===== config.mk =====
export PLATFORM = sky130hd
export DESIGN_NAME = mc_ctrl_fsm
export DESIGN_NICKNAME = d
export VERILOG_FILES = /design/src/rtl/mc_ctrl_pkg.sv /design/src/rtl/mc_ctrl_decode.sv /design/src/rtl/mc_ctrl_fsm.sv
export SDC_FILE = /design/constraint.sdc
export NUM_CORES = 1
export LEC_CHECK = 0
export CAP_MARGIN = 20
export CORE_MARGIN = 1.5
export CORE_UTILIZATION = 44
export CTS_CLUSTER_SIZE = 28
export DETAILED_ROUTE_END_ITERATION = 10
export HOLD_SLACK_MARGIN = 0.15
export PLACE_DENSITY = 0.86
export SLEW_MARGIN = 20
export SYNTH_ARGS = -nofsm -noshare
export SYNTH_HDL_FRONTEND = slang
export SYNTH_SLANG_ARGS = --single-unit

===== constraint.sdc =====
create_clock -name clk -period 3.3 [get_ports clk]
set_input_delay 0.825 -clock clk [delete_from_list [all_inputs] [get_ports clk]]
set_output_delay 0.825 -clock clk [all_outputs]
set_load 0.005 [all_outputs]

===== src/rtl/mc_ctrl_pkg.sv =====
// Shared types and encodings for the multi-cycle RV64 control unit.
package mc_ctrl_pkg;

    typedef enum logic [4:0] {
        S_RESET, S_FETCH, S_DECODE, S_EXEC_R, S_EXEC_I, S_EXEC_SH, S_ADDR,
        S_MEM_RD, S_MEM_WR, S_WB_ALU, S_WB_LD, S_BRANCH, S_JAL, S_JALR, S_LUI,
        S_TRAP_SAVE, S_TRAP_VEC, S_TRAP_JUMP, S_HALT
    } state_t;

    typedef enum logic [2:0] {ALU_PASS, ALU_ADD, ALU_SUB, ALU_AND, ALU_SLT} alu_op_t;
    typedef enum logic [2:0] {WB_ALUOUT, WB_MDR, WB_IMM, WB_SLT, WB_SHIFT, WB_PC} wb_sel_t;
    typedef enum logic [2:0] {IMM_I, IMM_S, IMM_B, IMM_U, IMM_J} imm_sel_t;
    typedef enum logic [1:0] {CAUSE_ILLEGAL, CAUSE_OVF, CAUSE_TIMEOUT} cause_t;

    typedef enum logic [3:0] {
        CLS_ILLEGAL, CLS_NOP, CLS_EBREAK, CLS_ALU_R, CLS_ALU_I, CLS_SHIFT,
        CLS_LOAD, CLS_STORE, CLS_BRANCH, CLS_JAL, CLS_JALR, CLS_LUI
    } instr_class_t;

    localparam logic [6:0] OPC_LOAD   = 7'h03;
    localparam logic [6:0] OPC_OP_IMM = 7'h13;
    localparam logic [6:0] OPC_STORE  = 7'h23;
    localparam logic [6:0] OPC_OP     = 7'h33;
    localparam logic [6:0] OPC_LUI    = 7'h37;
    localparam logic [6:0] OPC_BRANCH = 7'h63;
    localparam logic [6:0] OPC_JALR   = 7'h67;
    localparam logic [6:0] OPC_JAL    = 7'h6F;

    localparam logic [31:0] EBREAK_INSTR = 32'h0010_0073;
    localparam logic [31:0] NOP_INSTR    = 32'h0000_0013;

    typedef struct packed {
        instr_class_t cls;
        alu_op_t      aluOp;
        logic         ovfCheck;
        logic         isSlt;
        logic         immOperand;
        logic [1:0]   shiftSel;
        logic [2:0]   funct3;
    } decode_t;

    typedef struct packed {
        logic       pcWrite;
        logic       irLoad;
        logic       aLoad;
        logic       bLoad;
        logic       aluoutLoad;
        logic       mdrLoad;
        logic       rfWrite;
        logic       epcWrite;
        logic [1:0] pcSrc;
        logic       aluASel;
        logic [1:0] aluBSel;
        alu_op_t    aluOp;
        imm_sel_t   immSel;
        wb_sel_t    wbSel;
        logic [1:0] shiftSel;
        logic       memReq;
        logic       memWe;
        logic [1:0] memSize;
        logic       memUnsigned;
        logic [1:0] addrSel;
        logic       brEn;
        logic [2:0] brCond;
        logic       halted;
    } ctrl_t;

endpackage


===== src/rtl/mc_ctrl_decode.sv =====
// Combinational instruction classifier: the only logic that looks at opcode/funct3/funct7.
module mc_ctrl_decode
    import mc_ctrl_pkg::*;
#(
    parameter int XLEN = 64
) (
    input  logic [31:0] instr,
    output decode_t     dec
);
    logic [6:0] opcode;
    logic [2:0] funct3;
    logic [6:0] funct7;
    logic       shLeftOk;
    logic       shRightOk;

    assign opcode = instr[6:0];
    assign funct3 = instr[14:12];
    assign funct7 = instr[31:25];

    // RV64 immediate shifts carry a 6-bit shamt, leaving only instr[31:26] as funct6.
    always_comb begin
        if (XLEN == 64) begin
            shLeftOk  = (instr[31:26] == 6'b000000);
            shRightOk = shLeftOk || (instr[31:26] == 6'b010000);
        end else begin
            shLeftOk  = (funct7 == 7'b0000000);
            shRightOk = shLeftOk || (funct7 == 7'b0100000);
        end
    end

    always_comb begin
        dec        = '0;
        dec.cls    = CLS_ILLEGAL;
        dec.aluOp  = ALU_ADD;
        dec.funct3 = funct3;
        if (instr == EBREAK_INSTR) begin
            dec.cls = CLS_EBREAK;
        end else if (instr == NOP_INSTR) begin
            dec.cls = CLS_NOP;
        end else begin
            case (opcode)
                OPC_OP: begin
                    case (funct3)
                        3'd0: if (funct7 == 7'h00 || funct7 == 7'h20) begin
                            dec.cls      = CLS_ALU_R;
                            dec.ovfCheck = 1'b1;
                            dec.aluOp    = funct7[5] ? ALU_SUB : ALU_ADD;
                        end
                        3'd2: if (funct7 == 7'h00) begin
                            dec.cls   = CLS_ALU_R;
                            dec.aluOp = ALU_SLT;
                            dec.isSlt = 1'b1;
                        end
                        3'd7: if (funct7 == 7'h00) begin
                            dec.cls   = CLS_ALU_R;
                            dec.aluOp = ALU_AND;
                        end
                        3'd1: if (funct7 == 7'h00) dec.cls = CLS_SHIFT;
                        3'd5: if (funct7 == 7'h00 || funct7 == 7'h20) begin
                            dec.cls      = CLS_SHIFT;
                            dec.shiftSel = funct7[5] ? 2'd2 : 2'd1;
                        end
                        default: ;
                    endcase
                end
                OPC_OP_IMM: begin
                    dec.immOperand = 1'b1;
                    case (funct3)
                        3'd0: begin
                            dec.cls      = CLS_ALU_I;
                            dec.ovfCheck = 1'b1;
                        end
                        3'd2: begin
                            dec.cls   = CLS_ALU_I;
                            dec.aluOp = ALU_SLT;
                            dec.isSlt = 1'b1;
                        end
                        3'd7: begin
                            dec.cls   = CLS_ALU_I;
                            dec.aluOp = ALU_AND;
                        end
                        3'd1: if (shLeftOk) dec.cls = CLS_SHIFT;
                        3'd5: if (shRightOk) begin
                            dec.cls      = CLS_SHIFT;
                            dec.shiftSel = instr[30] ? 2'd2 : 2'd1;
                        end
                        default: ;
                    endcase
                end
                OPC_LOAD:   if (funct3 != 3'd7) dec.cls = CLS_LOAD;
                OPC_STORE:  if (!funct3[2]) dec.cls = CLS_STORE;
                OPC_BRANCH: if (funct3 != 3'd2 && funct3 != 3'd3) begin
                    dec.cls   = CLS_BRANCH;
                    dec.aluOp = ALU_SUB;
                end
                OPC_JAL:    dec.cls = CLS_JAL;
                OPC_JALR:   if (funct3 == 3'd0) dec.cls = CLS_JALR;
                OPC_LUI:    dec.cls = CLS_LUI;
                default: ;
            endcase
        end
    end
endmodule


===== src/rtl/mc_ctrl_fsm.sv =====
// Multi-cycle RV64 control FSM with registered Moore outputs.
// Define MC_CTRL_OVF_TRAP_EN to trap on signed overflow of add/addi/sub.
module mc_ctrl_fsm
    import mc_ctrl_pkg::*;
#(
    parameter int XLEN        = 64,
    parameter int MEM_TIMEOUT = 0,
    parameter int CNT_W       = 8
) (
    input  logic        clk,
    input  logic        reset,
    input  logic [31:0] instr,
    input  logic        overflow,
    input  logic        mem_ready,
    output logic        pc_write,
    output logic        ir_load,
    output logic        a_load,
    output logic        b_load,
    output logic        aluout_load,
    output logic        mdr_load,
    output logic        rf_write,
    output logic        epc_write,
    output logic [1:0]  pc_src,
    output logic        alu_a_sel,
    output logic [1:0]  alu_b_sel,
    output logic [2:0]  alu_op,
    output logic [2:0]  imm_sel,
    output logic [2:0]  wb_sel,
    output logic [1:0]  shift_sel,
    output logic        mem_req,
    output logic        mem_we,
    output logic [1:0]  mem_size,
    output logic        mem_unsigned,
    output logic [1:0]  addr_sel,
    output logic        br_en,
    output logic [2:0]  br_cond,
    output logic [1:0]  cause,
    output logic        halted,
    output state_t      dbgState
);
    decode_t          dec;
    state_t           state, nextState;
    ctrl_t            ctrlQ, ctrlNext;
    cause_t           causeQ, trapCause;
    logic             ovfQ, ovfNext;
    logic [CNT_W-1:0] waitCnt;
    logic             waiting, timeoutHit, readyGate;

    mc_ctrl_decode #(.XLEN(XLEN)) uDecode (.instr(instr), .dec(dec));

    // mem_req/mem_ready: a request holds address, size and we stable until
    // the cycle mem_ready is high; that cycle completes it.
    assign waiting    = state inside {S_FETCH, S_MEM_RD, S_MEM_WR, S_TRAP_VEC};
    assign timeoutHit = (MEM_TIMEOUT != 0) && waiting && !mem_ready
                        && (waitCnt == CNT_W'(MEM_TIMEOUT - 1));

`ifdef MC_CTRL_OVF_TRAP_EN
    assign ovfNext = (state == S_EXEC_R || state == S_EXEC_I) ? (overflow && dec.ovfCheck)
                   : (state == S_WB_ALU) ? 1'b0 : ovfQ;
`else
    logic unusedOverflow;
    assign unusedOverflow = overflow;
    assign ovfNext        = 1'b0;
`endif

    always_comb begin
        nextState = state;
        trapCause = causeQ;
        case (state)
            S_RESET:  nextState = S_FETCH;
            S_FETCH, S_MEM_RD, S_MEM_WR: begin
                if (mem_ready) begin
                    nextState = (state == S_FETCH) ? S_DECODE
                              : (state == S_MEM_RD) ? S_WB_LD : S_FETCH;
                end else if (timeoutHit) begin
                    nextState = S_TRAP_SAVE;
                    trapCause = CAUSE_TIMEOUT;
                end
            end
            S_DECODE: begin
                case (dec.cls)
                    CLS_NOP:    nextState = S_FETCH;
                    CLS_EBREAK: nextState = S_HALT;
                    CLS_ALU_R:  nextState = S_EXEC_R;
                    CLS_ALU_I:  nextState = S_EXEC_I;
                    CLS_SHIFT:  nextState = S_EXEC_SH;
                    CLS_LOAD, CLS_STORE: nextState = S_ADDR;
                    CLS_BRANCH: nextState = S_BRANCH;
                    CLS_JAL:    nextState = S_JAL;
                    CLS_JALR:   nextState = S_JALR;
                    CLS_LUI:    nextState = S_LUI;
                    default: begin
                        nextState = S_TRAP_SAVE;
                        trapCause = CAUSE_ILLEGAL;
                    end
                endcase
            end
            S_EXEC_R, S_EXEC_I: nextState = S_WB_ALU;
            S_WB_ALU: begin
                nextState = ovfQ ? S_TRAP_SAVE : S_FETCH;
                if (ovfQ) trapCause = CAUSE_OVF;
            end
            S_ADDR:      nextState = (dec.cls == CLS_STORE) ? S_MEM_WR : S_MEM_RD;
            S_TRAP_SAVE: nextState = S_TRAP_VEC;
            S_TRAP_VEC: begin
                if (mem_ready)       nextState = S_TRAP_JUMP;
                else if (timeoutHit) nextState = S_HALT;
            end
            S_HALT:  nextState = S_HALT;
            default: nextState = S_FETCH;
        endcase
    end

    // Output bundle for the state being entered; registered alongside the state.
    always_comb begin
        ctrlNext = '0;
        case (nextState)
            S_FETCH: begin
                ctrlNext.memReq  = 1'b1;
                ctrlNext.memSize = 2'd2;
                ctrlNext.addrSel = 2'd1;
                ctrlNext.irLoad  = 1'b1;
                ctrlNext.pcWrite = 1'b1;
                ctrlNext.aluBSel = 2'd1;
                ctrlNext.aluOp   = ALU_ADD;
            end
            S_DECODE: begin
                ctrlNext.aLoad      = 1'b1;
                ctrlNext.bLoad      = 1'b1;
                ctrlNext.aluoutLoad = 1'b1;
                ctrlNext.aluBSel    = 2'd2;
                ctrlNext.immSel     = IMM_B;
                ctrlNext.aluOp      = ALU_ADD;
            end
            S_EXEC_R, S_EXEC_I: begin
                ctrlNext.aluoutLoad = 1'b1;
                ctrlNext.aluASel    = 1'b1;
                ctrlNext.aluBSel    = dec.immOperand ? 2'd2 : 2'd0;
                ctrlNext.aluOp      = dec.aluOp;
            end
            S_WB_ALU: begin
                ctrlNext.rfWrite = !ovfNext;
                ctrlNext.wbSel   = dec.isSlt ? WB_SLT : WB_ALUOUT;
            end
            S_EXEC_SH: begin
                ctrlNext.rfWrite  = 1'b1;
                ctrlNext.wbSel    = WB_SHIFT;
                ctrlNext.shiftSel = dec.shiftSel;
                ctrlNext.aluASel  = 1'b1;
                ctrlNext.aluBSel  = dec.immOperand ? 2'd2 : 2'd0;
            end
            S_ADDR: begin
                ctrlNext.aluoutLoad = 1'b1;
                ctrlNext.aluASel    = 1'b1;
                ctrlNext.aluBSel    = 2'd2;
                ctrlNext.aluOp      = ALU_ADD;
                ctrlNext.immSel     = (dec.cls == CLS_STORE) ? IMM_S : IMM_I;
            end
            S_MEM_RD, S_MEM_WR: begin
                ctrlNext.memReq      = 1'b1;
                ctrlNext.memWe       = (nextState == S_MEM_WR);
                ctrlNext.mdrLoad     = (nextState == S_MEM_RD);
                ctrlNext.memSize     = dec.funct3[1:0];
                ctrlNext.memUnsigned = dec.funct3[2];
            end
            S_WB_LD: begin
                ctrlNext.rfWrite     = 1'b1;
                ctrlNext.wbSel       = WB_MDR;
                ctrlNext.memSize     = dec.funct3[1:0];
                ctrlNext.memUnsigned = dec.funct3[2];
            end
            S_BRANCH: begin
                ctrlNext.aluASel = 1'b1;
                ctrlNext.aluOp   = ALU_SUB;
                ctrlNext.brEn    = 1'b1;
                ctrlNext.pcSrc   = 2'd1;
                ctrlNext.brCond  = dec.funct3;
            end
            S_JAL, S_JALR: begin
                ctrlNext.rfWrite = 1'b1;
                ctrlNext.wbSel   = WB_PC;
                ctrlNext.pcWrite = 1'b1;
                if (nextState == S_JAL) begin
                    ctrlNext.pcSrc = 2'd1;
                end else begin
                    ctrlNext.aluASel = 1'b1;
                    ctrlNext.aluBSel = 2'd2;
                    ctrlNext.aluOp   = ALU_ADD;
                end
            end
            S_LUI: begin
                ctrlNext.rfWrite = 1'b1;
                ctrlNext.wbSel   = WB_IMM;
                ctrlNext.immSel  = IMM_U;
            end
            S_TRAP_SAVE: begin
                ctrlNext.epcWrite = 1'b1;
                ctrlNext.aluBSel  = 2'd1;
                ctrlNext.aluOp    = ALU_SUB;
            end
            S_TRAP_VEC: begin
                ctrlNext.memReq  = 1'b1;
                ctrlNext.addrSel = 2'd2;
                ctrlNext.mdrLoad = 1'b1;
                ctrlNext.memSize = (XLEN == 64) ? 2'd3 : 2'd2;
            end
            S_TRAP_JUMP: begin
                ctrlNext.pcWrite = 1'b1;
                ctrlNext.pcSrc   = 2'd2;
            end
            S_HALT:  ctrlNext.halted = 1'b1;
            default: ;
        endcase
    end

    always_ff @(posedge clk or posedge reset) begin
        if (reset) begin
            state   <= S_RESET;
            ctrlQ   <= '0;
            causeQ  <= CAUSE_ILLEGAL;
            ovfQ    <= 1'b0;
            waitCnt <= '0;
        end else begin
            state   <= nextState;
            ctrlQ   <= ctrlNext;
            ovfQ    <= ovfNext;
            waitCnt <= (waiting && nextState == state) ? waitCnt + CNT_W'(1) : '0;
            if (nextState == S_TRAP_SAVE) causeQ <= trapCause;
        end
    end

    // Load enables that belong to a memory request fire only on its ready cycle.
    assign readyGate    = !ctrlQ.memReq || mem_ready;
    assign pc_write     = ctrlQ.pcWrite && readyGate;
    assign ir_load      = ctrlQ.irLoad && readyGate;
    assign mdr_load     = ctrlQ.mdrLoad && readyGate;
    assign a_load       = ctrlQ.aLoad;
    assign b_load       = ctrlQ.bLoad;
    assign aluout_load  = ctrlQ.aluoutLoad;
    assign rf_write     = ctrlQ.rfWrite;
    assign epc_write    = ctrlQ.epcWrite;
    assign pc_src       = ctrlQ.pcSrc;
    assign alu_a_sel    = ctrlQ.aluASel;
    assign alu_b_sel    = ctrlQ.aluBSel;
    assign alu_op       = ctrlQ.aluOp;
    assign imm_sel      = ctrlQ.immSel;
    assign wb_sel       = ctrlQ.wbSel;
    assign shift_sel    = ctrlQ.shiftSel;
    assign mem_req      = ctrlQ.memReq;
    assign mem_we       = ctrlQ.memWe;
    assign mem_size     = ctrlQ.memSize;
    assign mem_unsigned = ctrlQ.memUnsigned;
    assign addr_sel     = ctrlQ.addrSel;
    assign br_en        = ctrlQ.brEn;
    assign br_cond      = ctrlQ.brCond;
    assign halted       = ctrlQ.halted;
    assign cause        = causeQ;
    assign dbgState     = state;
endmodule


Word level (Yosys, flattened, before mapping)
Index checks and enable logic that the tools add are counted.
- flip-flop bits (word level): 41
- equality and inequality tests: 58
- reductions and logical operators: 29
- muxes and demuxes: 68
- operators by type and width (operator ; count):
    5-bit by 4-bit equality test with 1-bit output, second input constant ; 10
    5-bit case mux with 10 select lines ; 1
    5-bit by 3-bit equality test with 1-bit output, second input constant ; 7
    5-bit case mux with 7 select lines ; 1
    32-bit by 21-bit equality test with 1-bit output, second input constant ; 1
    32-bit by 5-bit equality test with 1-bit output, second input constant ; 1
    4-bit case mux with 8 select lines ; 1
    3-bit case mux with 5 select lines ; 2
    7-bit by 6-bit equality test with 1-bit output, second input constant ; 4
    4-bit two-way mux ; 7
    5-bit equality test, second input constant ; 5
    7-bit equality test, second input constant ; 3
    5-bit by 2-bit equality test with 1-bit output, second input constant ; 4
    2-bit two-way mux ; 10
    5-bit two-way mux ; 4
    3-bit two-way mux ; 6
    2-bit case mux with 3 select lines ; 3
    3-bit case mux with 3 select lines ; 2
    1-bit two-way mux ; 17
    4-bit by 3-bit equality test with 1-bit output, second input constant ; 4
    4-bit equality test, second input constant ; 4
    8-bit two-way mux ; 2
    2-bit OR reduction ; 8
    3-bit OR reduction ; 5
    other kinds (28) ; 43

Depth between registers and ports, before layout
Gate-level depths: netlist (run 1).
- depth after elaboration: 14
- mapped depth: 14
- gate-level depth less buffers: 10

By module
From an unflattened synthesis (run 1), not the netlist that was laid out.
- cell total of the unflattened synthesis: 313
- area total of the unflattened synthesis: 2658.8 sq um
- modules (own cells, without submodules) (module ; instances ; area each (sq um) ; cells each ; seq. area each (sq um)):
    mc_ctrl_fsm ; 1 ; 2067.0 ; 220 ; 975.9
    mc_ctrl_decode ; 1 ; 591.8 ; 93 ; 0.0

Worst setup path before layout (run 1)
No wires, ideal clock.
- kind: input port to flip-flop
- start point: input instr[4]
- end point: register ctrlQ, in the netlist shift_sel[0]
- slack: -20 ps
- setup time: 87 ps
- required time: 3213 ps
- arrival time: 3233 ps
- path buffers: 3
- stages: 11
- cells stage by stage: clkbuf_1 > nand2b_1 > or3_1 > buf_2 > o311a_4 > or4_1 > a32o_2 > buf_6 > nor2_4 > nand4_1 > a211oi_2
- RTL lines (element ; line ; RTL):
    from (decl) ; mc_ctrl_fsm.sv:12 ; input logic [31:0] instr,
    to (signal assigned) ; mc_ctrl_fsm.sv:225 ; ctrlQ <= ctrlNext;
    to (decl) ; mc_ctrl_fsm.sv:43 ; ctrl_t ctrlQ, ctrlNext;

==> impl_results.md, run 1 <==
- Main synth FF type: dfrtp_1
- Post-synth top cells: 38 x dfrtp_1, 26 x nor2_1, 25 x buf_4, 25 x nand2_1, 15 x a21oi_1
- Worst hold path type: flop to flop
- Routed len/inst: approximately 17 um
- Outcome: finished, violations left
- Fin. max-slew vios: 0
- Tot Pwr: about 2.8 mW
- WL final: approximately 9100 um
- Die area: approximately 0.0062 mm2
- Iter 0 DRT Violations: 310
- H-Tree Depth: 2
- Synth-to-layout area growth: 67.4%
- Die width: just under 80 um
- Clock Latency Late Sink: about 0.29 ns
- Final setup vio count: 3
- Most common cell on crit path: or4_4
- Critical Path Start Type: input port
- Number of antenna violations at the first check in global routing: 0
- CTS tree: done
- Via count: 3000
- Violated checks: negative setup slack
- CTS Hold Bufs: 0
- Largest net degree at the start of global routing: 39
- Placed Cells: 483
- R2R setup slack: ~0.31 ns
- Antenna violation net count after detailed routing: 0
- Detailed-placement wirelength estimate: 5820 um
- Hold Vio Cnt, Final: 0
- Clock skew: approximately 0.012 ns
- Non-Filler Instances: 520
- Finished Core Util: about three quarters
- Critical Path Fanout Max: 4
- Syn avg cell area: 8.37 um2
- Pleak: about 1.9 nW
- Bufs on Longest Clock Path: 2
- FMAX: just under 300 MHz
- Min Clock Period, post-route: approximately 3.4 ns
- Count leader, synth: dfrtp_1
- First-pass GRT wire length: roughly 14000 um
- # rows: 27
- Cts bufs inserted: 5
- Starting density of the core: between 40 and 50%
- Synthesized instance count: between 300 and 400
- Mux cell area share after synthesis: 0%
- Post-synthesis sequential area ratio: between 30% and 40%
- Routability congestion estimate: a little under 1
- Fill count: 370
- Cell Area, Synth: ~0.0025 mm2
- Root Driver: clkbuf_8
- Final worst setup slack: -0.139 ns
- Core area: roughly 0.0055 mm2
- Critical path class: input port to flop
- Slowest-stage cell, CP: or4_4
- Adder-cell share of the synthesized area: 0%
- IO Pins: 79
- Unique masters post-synth: between 50 and 60
- Vias in the first global route: approximately 2900
- Fin crit share: 104%
- Clock Sinks: 38
- Synth area leaders: dfrtp_1 38%, buf_4 7.4%, nor2_1 3.9%, nand2_1 3.7%, a21oi_1 3.0%
- Post-Synth XOR/XNOR Area: 0%
- Pwr dens: around 670 mW/mm2
- Largest family of logic cells by synthesized area: simple AND/OR/NAND/NOR gates
- Worst Setup End Kind: flop
- Number of max-cap violations: 0
- Top cell type's share of synthesized area: roughly 38%
- RSZ-0062 raised after global routing: true
- EDFF count, synth: 0
- CP peak stage delay: roughly 0.51 ns
- Antenna Cells: 0
- CP arrival: 3.57 ns
- Number of remaining DRC errors: 0
- GRT overflow: 0
- Compound-cell area share of the yosys netlist: a little over 20%
- Drt first pass iters: 4
- Total GRT Usage: ~28%
- Via density: just under 6
- Ordered list of cells on the worst path: clkdlybuf4s15_2, nand2b_1, or4_4, o211a_1, o311a_4, or4_4, a32o_2, clkinv_2, buf_6, nor2_4, o211ai_1, nand4_1
- Synth async-reset ratio: between 90% and 100%
- FF+latch count, synth: 38
- Post-synthesis simple-gate area fraction: between 20 and 30%
- Die Y-Extent: about 79 um
- Post-synth top area cell: dfrtp_1
- Clock slew seen by the registers of the worst setup and hold paths: about 0.080 ns
- Fin nets: 483
- Share of cells above drive strength 1: slightly above 40%
- Worst EP required: approximately 3.4 ns
- YS warnings: 0
- Max IR drop VDD: around 0.49 mV
- PortBufs: 74
[power breakdown]
part           switching [mW]  internal (mW)
Combinational           0.867          0.904
Sequential             0.0934          0.582
Clock                   0.156          0.226
Total                    1.12           1.71
[repair_timing]
item	4_1_cts	5_1_grt
endpoints found under the hold margin	0	0
gates resized for setup	73	65
gates cloned	0	1
setup buffers	20	8
pin swaps	32	37
endpoints found under the setup margin	30	26
[final cells by class]
cell class,instances,area [um2],area share (%)
Clock buffer,7,76.3,1.80
Clock inverter,1,30.0,0.709
Inverter,13,50.0,1.18
Multi-Input combinational cell,210,1560,36.9
Sequential cell,38,951,22.5
Tap cell,72,90.1,2.13
Timing Repair Buffer,179,1470,34.8
[critical path: cells and delay by family]
family | cells | cell delay, ns
compound gates | 4 | 0.92
buf+inv | 3 | 0.41
simple gates | 5 | 1.39
[cell usage in the layout, fill, tap and decap left out, types with 4 or more instances in the layout]
cell type / netlist / final
nand3_1: 14 / 12
and2_1: 7 / 6
nand4_1: 7 / 7
and3_1: 4 / 4
or3_4: 0 / 4
nand2_1: 25 / 23
dfrtp_1: 38 / 38
or3_1: 8 / 4
clkdlybuf4s50_1: 0 / 43
nor2_4: 1 / 4
nor2_1: 26 / 23
buf_4: 25 / 101
nor4_4: 0 / 6
clkbuf_2: 0 / 14
nor4_1: 10 / 4
nor2b_1: 4 / 4
nand2b_1: 9 / 7
clkbuf_8: 0 / 5
a21o_1: 4 / 4
dlygate4sd2_1: 0 / 6
o21ai_0: 14 / 12
clkdlybuf4s15_1: 0 / 7
inv_1: 12 / 10
buf_6: 1 / 6
nor3_2: 1 / 4
a21oi_1: 15 / 12
[layer usage]
layer / GRT usage [%] / share of wire (%) / up-vias
li1: - / - / 1347
met1: 29.8 / 36 / 1394
met2: 51.9 / 52 / 200
met3: 4.48 / 5.9 / 59
met4: 16.8 / 6.8 / 0
met5: 0 / 0 / -
[metrics by stage]
stage          hold slack [ns]  TNS [ns]  setup WS, ns  instance area [um2]
2_1_floorplan            0.603         0        0.0139                 2540
3_3_place_gp             0.691    -14.23        -0.603                 3680
3_5_place_dp             0.700    -16.18        -0.689                 3680
4_1_cts                  0.731  -0.00617      -0.00617                 4060
5_1_grt                  0.763    -0.642        -0.167                 4230
6_report                 0.746    -0.283        -0.139                 4230
[path summary, 6_finish.rpt]
| path | from | end | cells past startpoint |
|---|---|---|---|
| max reg2reg | dbgState[3] | alu_op[0] | 11 |
| min reg2reg | dbgState[4] | pc_src[1] | 2 |
| min | dbgState[4] | pc_src[1] | 2 |
| max in group asynchronous | reset | mem_size[1] | 3 |
| max | instr[4] | alu_op[0] | 12 |
| min in group asynchronous | reset | alu_b_sel[1] | 3 |
[flip-flops by register name, summed over array words and instances, names as in the netlist]
name          count
rf_write          1
mem_size          2
ctrlQ             3
epc_write         1
alu_b_sel         2
mem_unsigned      1
mem_we            1
a_load            1
pc_src            2
addr_sel          1
alu_op            3
mem_req           1
br_cond           3
dbgState          5
aluout_load       1
shift_sel         2
imm_sel           2
br_en             1
alu_a_sel         1
wb_sel            3
halted            1
[cell families (layout without fill, tap and decap cells)]
| group | Yosys count | count (layout) |
|---|---|---|
| DFF | 38 | 38 |
| other | 1 | 3 |
| AOI/OAI and AO/OA | 71 | 71 |
| and+or+nand+nor | 136 | 136 |
| buffers and inverters | 56 | 200 |
(Power assumes the default switching activity.)
==> run 2, diff against run 1 <==
- REMOVE_ABC_BUFFERS: unset -> 1
==> run 2 against run 1 <==
- critical endpoint is now alu_op[1]
- cell area decreased by 6.0%
- sequential power is essentially flat
- core utilization is 4.6 points lower
- via count shrank 7.2%
- first-iteration DRC count is 19% lower
- flip-flop and latch count unchanged
- highest routed layer unchanged
- the run now ends clean
- count of clock-buffer cells in the layout shrank 2
- critical path depth is the same
==> impl_results.md, run 2 (synthesis results as in run 1) <==
- CTS tree: done (unchanged)
- Vias in the first global route: 2557 (was 2899)
- PortBufs: 74 (unchanged)
- Pwr dens: 630 mW/mm2 (was 668 mW/mm2)
- WL final: 7400 um (was 9080 um)
- Critical Path Fanout Max: 7 (was 4)
- Area post-placement: 0.00365 mm2 (was 0.00368 mm2)
- Tot Pwr: 2.51 mW (was 2.83 mW)
- H-Tree Depth: 2 (unchanged)
- CP arrival: 3.43 ns (was 3.57 ns)
- Fin Setup TNS: 0 ns (was -0.283 ns)
- FMAX: 306 MHz (was 291 MHz)
- IO Pins: 79 (unchanged)
- Clock Sinks: 38 (unchanged)
- Routability congestion estimate: 0.942 (was 0.965)
- Most frequent cells in the layout: 83 x buf_4, 43 x clkdlybuf4s50_1, 38 x dfrtp_1 (was 101 x buf_4, 43 x clkdlybuf4s50_1, 38 x dfrtp_1)
- Core area: 0.00554 mm2 (unchanged)
- Worst EP required: 3.46 ns (was 3.43 ns)
- Max reg flops: 5 (unchanged)
- RSZ-0062 raised after global routing: true (unchanged)
- Via density: 5.57 (was 5.77)
- Pleak: 1.77 nW (was 1.89 nW)
- First-pass GRT wire length: 11300 um (was 13500 um)
- Min Clock Period, post-route: 3.27 ns (was 3.44 ns)
- Via count: 2785 (was 3000)
- Reg area: 951 um2 (unchanged)
- Routed len/inst: 14.8 um (was 17.5 um)
- Outcome: complete, no violations (was finished, violations left)
- Bufs on Longest Clock Path: 2 (unchanged)
- Clock skew: 0.00778 ns (was 0.0115 ns)
- Clock slew seen by the registers of the worst setup and hold paths: 0.07 ns (was 0.08 ns)
- Largest net degree at the start of global routing: 39 (unchanged)
- Critical path class: input port to flop (unchanged)
- Number of remaining DRC errors: 0 (unchanged)
- Antenna Cells: 0 (unchanged)
- Worst hold path type: flop to flop (unchanged)
- Starting density of the core: 45.6% (unchanged)
- Fin. max-slew vios: 0 (unchanged)
- Detailed-placement wirelength estimate: 5210 um (was 5820 um)
- GRT overflow: 0 (unchanged)
- Fin nets: 464 (was 483)
- Die area: 0.00621 mm2 (unchanged)
- Fill count: 407 (was 370)
- Total GRT Usage: 23.1% (was 28.1%)
- Number of max-cap violations: 0 (unchanged)
- Root Driver: clkbuf_8 (unchanged)
- Synth-to-layout area growth: 57.4% (was 67.4%)
- Antenna violation net count after detailed routing: 0 (unchanged)
- # rows: 27 (unchanged)
- Clock Latency Late Sink: 0.28 ns (was 0.29 ns)
- Finished layout cell area: 0.00398 mm2 (was 0.00423 mm2)
- Cts bufs inserted: 5 (unchanged)
- Share of cells above drive strength 1: 34.1% (was 40.6%)
- Die Y-Extent: 78.8 um (unchanged)
- Iter 0 DRT Violations: 252 (was 310)
- Non-Filler Instances: 500 (was 520)
- Most common cell after layout, fill and taps aside: buf_4 (unchanged)
- Hold Vio Cnt, Final: 0 (unchanged)
- Max IR drop VDD: 0.324 mV (was 0.493 mV)
- Final setup vio count: 0 (was 3)
- Critical Path Start Type: input port (unchanged)
- R2R setup slack: 0.45 ns (was 0.31 ns)
- Die width: 78.8 um (unchanged)
- Worst Setup End Kind: flop (unchanged)
- Multi-input logic area: 0.00149 mm2 (was 0.00156 mm2)
- Drt first pass iters: 4 (unchanged)
- Number of antenna violations at the first check in global routing: 0 (unchanged)
- Placed Cells: 480 (was 483)
- Fin crit share: 99.1% (was 104%)
## run 2: cell count changes in the layout (fill, tap and decap cells not counted), sizes merged
cell / before / now
clkdlybuf4s15: 9 / 6
clkbuf: 21 / 18
dlygate4sd2: 6 / 12
buf: 107 / 86
bufinv: 1 / 0
clkinv: 1 / 3
## run 2: layout make-up
type / count / share of cell area, %
well taps: 72 / 2.26
inverters: 13 / 1.35
flip-flops and latches: 38 / 23.9
clock inverters: 2 / 0.251
clock buffers: 5 / 1.73
repair buffers: 160 / 33.1
multi-input cells: 210 / 37.4
## run 2: timing repair
item | in CTS | in global routing
gates cloned | 0 | 0
gates resized for setup | 53 | 54
setup buffers | 10 | 3
hold endpoints to repair | 0 | 0
setup endpoints to repair | 31 | 31
hold buffers | 0 | 0
pin swaps | 22 | 23
## run 2: worst max-delay path, stage by stage
cell,delay (ns)
dlygate4sd2_1,0.27
nor3_4,0.25
nand3_2,0.11
or2_1,0.25
o311a_4,0.37
or4_1,0.49
a32o_2,0.33
clkinv_4,0.10
buf_4,0.13
nor3_4,0.04
a21oi_2,0.16
o31ai_1,0.11
## run 2: path summary, 6_finish.rpt
check,startpoint,depth (start not counted),to
setup / recovery,instr[29],12,alu_op[1]
max in group asynchronous,reset,3,dbgState[2]
hold reg to reg,dbgState[4],2,pc_src[1]
setup reg to reg,dbgState[3],11,alu_op[1]
min in group asynchronous,reset,3,br_en
hold / removal,dbgState[4],2,pc_src[1]
## run 2: per-stage QoR
stage	hold WS (ns)	util, %	setup WS (ns)
2_1_floorplan	0.603	-	-0.174
5_1_grt	0.756	71.8	-0.0882
6_report	0.706	71.8	0.0295
4_1_cts	0.697	69.8	0.0176
3_5_place_dp	0.683	65.8	-0.621
3_3_place_gp	0.688	65.8	-0.627
## run 2: report_power, final
group	internal, mW	total [mW]	switching, mW
clock	0.141	0.284	0.143
sequential	0.582	0.675	0.0931
combinational	0.803	1.55	0.746
## run 2: per-layer routing
| metal | global-route usage (%) | share of wire, % | up-vias | routed length (um) |
|---|---|---|---|---|
| li1 | - | - | 1313 | - |
| met1 | 27.5 | 38 | 1302 | 2840 |
| met2 | 40.2 | 51 | 140 | 3800 |
| met3 | 2.87 | 6.0 | 30 | 443 |
| met4 | 13.2 | 4.2 | 0 | 312 |
| met5 | 0 | 0 | - | 0 |
